**config.mk**
```make
export PLATFORM = sky130hd
export DESIGN_NAME = hazard_scheduler
export DESIGN_NICKNAME = d
export VERILOG_FILES = /design/src/rtl/hazard_scheduler.sv
export SDC_FILE = /design/constraint.sdc
export NUM_CORES = 1
export LEC_CHECK = 0
export BUFFER_PORTS_ARGS = -buffer_cell sky130_fd_sc_hd__buf_2
export CORE_MARGIN = 2
export CORE_UTILIZATION = 30
export DETAILED_ROUTE_END_ITERATION = 8
export GPL_ROUTABILITY_DRIVEN = 0
export GPL_TIMING_DRIVEN = 0
export PLACE_DENSITY = 0.48
export SLEW_MARGIN = 10
export SYNTH_ARGS = -nofsm -noshare
export SYNTH_HDL_FRONTEND = slang
export SYNTH_SLANG_ARGS = --single-unit
```
**constraint.sdc**
```tcl
create_clock -name CLK -period 4.31 [get_ports CLK]
set_input_delay 1.0775 -clock CLK [delete_from_list [all_inputs] [get_ports CLK]]
set_output_delay 1.0775 -clock CLK [all_outputs]
set_load 0.005 [all_outputs]
```
**src/rtl/hazard_scheduler.sv**
```systemverilog
// Scheduler stage 1: tracks in-flight destination writes per register and
// issues hazard-free check-stage instructions into a registered schedule bundle.
module hazard_scheduler #(
  parameter int CNT_W = 2
) (
  input  logic        CLK,
  input  logic        RST,
  input  logic        FLUSH,
  input  logic        MEM_WAIT,
  input  logic        CHECK_ACCEPT,
  input  logic [31:0] CHECK_PC,
  input  logic [16:0] CHECK_OPCODE,
  input  logic [4:0]  CHECK_RD,
  input  logic [4:0]  CHECK_RS1,
  input  logic [4:0]  CHECK_RS2,
  input  logic [11:0] CHECK_CSR,
  input  logic [31:0] CHECK_IMM,
  input  logic        WB_VALID,
  input  logic [4:0]  WB_RD,
  output logic        STALL,
  output logic        SCHEDULE_VALID,
  output logic [31:0] SCHEDULE_PC,
  output logic [16:0] SCHEDULE_OPCODE,
  output logic [4:0]  SCHEDULE_RD,
  output logic [4:0]  SCHEDULE_RS1,
  output logic [4:0]  SCHEDULE_RS2,
  output logic [11:0] SCHEDULE_CSR,
  output logic [31:0] SCHEDULE_IMM
);

  localparam logic [CNT_W-1:0] MAX = '1;

  // Handshake: CHECK_ACCEPT qualifies the CHECK_* bundle. While STALL is high the
  // upstream stage holds the bundle unchanged; the bundle is consumed on any cycle
  // where issue is true, and appears on SCHEDULE_* one cycle later.

  // x0 is never tracked; it always reads as zero pending writes.
  logic [CNT_W-1:0] cnt [1:31];

  logic [CNT_W-1:0] rs1_cnt, rs2_cnt, rd_cnt;
  logic             hazard;
  logic             issue;
  logic [31:1]      inc_vec;
  logic [31:1]      dec_vec;

  always_comb begin
    rs1_cnt = '0;
    rs2_cnt = '0;
    rd_cnt  = '0;
    if (CHECK_RS1 != 5'd0) rs1_cnt = cnt[CHECK_RS1];
    if (CHECK_RS2 != 5'd0) rs2_cnt = cnt[CHECK_RS2];
    if (CHECK_RD  != 5'd0) rd_cnt  = cnt[CHECK_RD];
  end

  // Hazard looks only at registered counts: a writeback frees the source next cycle.
  always_comb begin
    hazard = CHECK_ACCEPT &&
             (((CHECK_RS1 != 5'd0) && (rs1_cnt != '0)) ||
              ((CHECK_RS2 != 5'd0) && (rs2_cnt != '0)) ||
              ((CHECK_RD  != 5'd0) && (rd_cnt  == MAX)));
    STALL  = hazard && !FLUSH && !RST;
    issue  = CHECK_ACCEPT && !hazard && !MEM_WAIT && !FLUSH;
  end

  always_comb begin
    inc_vec = '0;
    dec_vec = '0;
    for (int r = 1; r < 32; r++) begin
      inc_vec[r] = issue && (CHECK_RD == 5'(r));
      dec_vec[r] = WB_VALID && (WB_RD == 5'(r)) && (cnt[r] != '0);
    end
  end

  always_ff @(posedge CLK) begin
    for (int r = 1; r < 32; r++) begin
      if (RST || FLUSH) begin
        cnt[r] <= '0;
      end else begin
        case ({inc_vec[r], dec_vec[r]})
          2'b10:   cnt[r] <= cnt[r] + CNT_W'(1);
          2'b01:   cnt[r] <= cnt[r] - CNT_W'(1);
          default: cnt[r] <= cnt[r];
        endcase
      end
    end
  end

  // Issue register: cleared on reset/flush, frozen on memory wait, else load or bubble.
  always_ff @(posedge CLK) begin
    if (RST || FLUSH) begin
      SCHEDULE_VALID  <= 1'b0;
      SCHEDULE_PC     <= '0;
      SCHEDULE_OPCODE <= '0;
      SCHEDULE_RD     <= '0;
      SCHEDULE_RS1    <= '0;
      SCHEDULE_RS2    <= '0;
      SCHEDULE_CSR    <= '0;
      SCHEDULE_IMM    <= '0;
    end else if (!MEM_WAIT) begin
      if (issue) begin
        SCHEDULE_VALID  <= 1'b1;
        SCHEDULE_PC     <= CHECK_PC;
        SCHEDULE_OPCODE <= CHECK_OPCODE;
        SCHEDULE_RD     <= CHECK_RD;
        SCHEDULE_RS1    <= CHECK_RS1;
        SCHEDULE_RS2    <= CHECK_RS2;
        SCHEDULE_CSR    <= CHECK_CSR;
        SCHEDULE_IMM    <= CHECK_IMM;
      end else begin
        SCHEDULE_VALID  <= 1'b0;
        SCHEDULE_PC     <= '0;
        SCHEDULE_OPCODE <= '0;
        SCHEDULE_RD     <= '0;
        SCHEDULE_RS1    <= '0;
        SCHEDULE_RS2    <= '0;
        SCHEDULE_CSR    <= '0;
        SCHEDULE_IMM    <= '0;
      end
    end
  end

endmodule

```
==> flow_summary.toml <==
[cts]
cts_hold_buf = 0
clockBufferDepth = 2
numCtsBuffers = 17
htreeDepth = 4
tritoncts = "built"
path_clk_slew_ps = 60
root_buffer = "clkbuf_16"
clock_latency_ps = 450
cts_sinks = 171

[floorplanning]
die_y_um = 192
dieWidth_um = 192
initial_core_util = 0.306
coreArea_um2 = 34700
ios = 229
dieArea_um2 = 36900
rows = 68

[sta]
relSlewSlack = 0.253
finalClockSkew_ps = 17.0
fin_crit_ps = 4260
worstMarginPinSlew_ps = 1120
setup_viol = 0
setup_ws_ps = 50.9
final-hold-violation-count = 0
maxSlewViolCount = 0
period_share = 0.988
max_clock_freq_ghz = 0.235
rsz0062_at_grt = "no"

[final_layout]
num_antenna_cells = 0
final_cells = 1931
drive_gt1_frac = 0.230
areaGrowthSynthToFinish_pct = 21.5
ff_latch_area_um2 = 4040
final_area_um2 = 12900
fillerInstances = 3623
nets = 1677
multi_input_area_um2 = 5810

[power]
p_comb_frac = 0.176
intPower_mw = 2.69
power.share.clock = 0.374
power_frac_seq = 0.450
switching_share = 0.308
p_switching_mw = 1.20
vdd_drop_max_mv = 0.253
p_per_area_nw_per_um2 = 302
finalPower_mw = 3.89
leakage_nw = 5.16

[logic_synthesis]
synthArstFlopShare = 0
synth_cell_type_count = 46
synth.avg_cell_area_um2 = 8.68
synth_largest_type_area_fraction = 0.206
synth.area.top_cells = "dfxtp_1 21%, edfxtp_1 18%, ha_1 11%"
synth_edf_count = 62
yosysWarnings = 0
synthesis.nets = 1435
synthCells = 1223
yosysTopAreaCell = "dfxtp_1"
syn_area_um2 = 10600
ys_seq_elements = 171
synth-main-ff-cell = "dfxtp_1"
synth_seq_area_share = 0.381

[detailed_routing]
post-route-drc-count = 0
drt_iter0_markers = 795
drt-wirelength-per-cell_um = 20.3
detail-route-antenna-nets = 0
vias = 10200
wl_um = 39200
dr.pass1.iters = 5
viasPerCell = 5.27

[place]
placed_area_um2 = 12300
dpl.hpwl_um = 30100
portBuffers = 221
dp.cells = 1899
dp_slack_ps = -507

[grt]
grtUsageTotal = 0.210
grt_max_degree = 17
grt_pass1_wl_um = 58300
grt_overflow = 0
antenna_found_initial = 3
grt_pass1_vias = 9681

[worst_setup_path]
path_class = "in2reg"
worstPathArrival_ps = 4380
start_kind = "input port"
cp_max_fo = 10
required_ps = 4430
cp-end-kind = "register"

[worst_hold_path]
min_path_type = "reg2reg"

[run]
maxCapViolations = 0

[outcome]
status = "complete, no violations"
power groups by stage:
stage | sequential (mW) | clock, mW | combinational [mW]
floorplan | 1.77 | 0 | 0.377
global placement | 1.79 | 0 | 0.666
detailed placement | 1.79 | 0 | 0.667
CTS | 1.75 | 1.49 | 0.675
global route | 1.76 | 1.55 | 0.738
finish | 1.75 | 1.46 | 0.686
critical path, stage by stage:
cell and delay [ps]:
buf_2 260, clkbuf_4 310, mux4_2 340, mux4_2 450
o21ai_1 180, nand3_2 280, clkbuf_4 330, buf_4 230
nor4_1 350, ha_1 240, nor2_1 60, o21ai_0 250
metal layers:
layer / GRT usage / up-vias / share of wire
met5: 0 / - / 0.00082
met4: 0.0652 / 4 / 0.022
met3: 0.0459 / 55 / 0.085
met2: 0.344 / 433 / 0.45
met1: 0.277 / 4852 / 0.44
li1: - / 4828 / -
placed cells by master (no fill, tap or decap), drive strengths merged, types with 5 or more instances in the layout:
cell type / count
buf: 257
nand2: 240
dfxtp: 109
o31ai: 108
inv: 103
ha: 93
nor2: 76
clkbuf: 76
edfxtp: 62
nor3: 49
o21ai: 34
or3: 32
or4: 32
nor4: 32
nand2b: 25
a21oi: 25
mux4: 22
nand3b: 20
mux2: 13
mux2i: 8
nand3: 8
nor2b: 6
clkinv: 5
path summary, 6_finish.rpt:
path	cells past startpoint	startpoint	slack (ps)	to
min	2	SCHEDULE_PC[9]	450	SCHEDULE_PC[9]
max reg2reg	11	cnt[12][0]	480	cnt[26][0]
max	12	CHECK_RD[1]	50	cnt[26][0]
min reg2reg	2	SCHEDULE_PC[9]	450	SCHEDULE_PC[9]
kinds of logic (layout without fill, tap and decap cells):
family          Yosys count  after routing  share of synthesized area
buf+inv                 190            443                     0.0763
compound gates          192            192                      0.124
flops                   171            171                      0.381
fa+ha+maj                93             93                      0.110
simple gates            534            534                      0.241
mux                      43             43                     0.0680
registers in the layout, summed over array words and instances, names as in the netlist:
name             cells
cnt                 62
SCHEDULE_IMM        32
SCHEDULE_RS2         5
SCHEDULE_CSR        12
SCHEDULE_RS1         5
SCHEDULE_PC         32
SCHEDULE_VALID       1
SCHEDULE_RD          5
SCHEDULE_OPCODE     17
stage by stage:
step	util	hold slack, ps	TNS [ps]
final	0.372	446	0
after global routing	0.372	465	0
after CTS	0.371	451	0
after detailed placement	0.354	435	-32710
after global placement	0.354	428	-34260
after floorplan	-	442	0
synthesized netlist by cell type (all sizes together), types with 20 or more instances:
cell / number
nor2: 76
o21ai: 34
mux4: 22
nand2: 240
ha: 93
or4: 32
clkbuf: 54
buf: 35
nand3b: 20
nand2b: 25
o31ai: 108
nor4: 32
a21oi: 25
inv: 101
edfxtp: 62
or3: 32
dfxtp: 109
nor3: 49
final cells by class:
type                       count  share of cell area
sequential                   171               0.313
clock buffer                  21              0.0358
clock inverter                 9             0.00485
buffer                        87              0.0335
inverter                     101              0.0300
tap                          455              0.0441
multi-input combinational    862               0.450
timing repair buffer         225              0.0880
repair_timing:
item | in CTS | in global routing
gates resized for setup | 7 | 14
pin swaps | 0 | 0
setup endpoints to repair | 7 | 55
gates cloned | 0 | 0
buffers inserted | 2 | 2
Note: power is estimated with default switching activity, not from simulation.
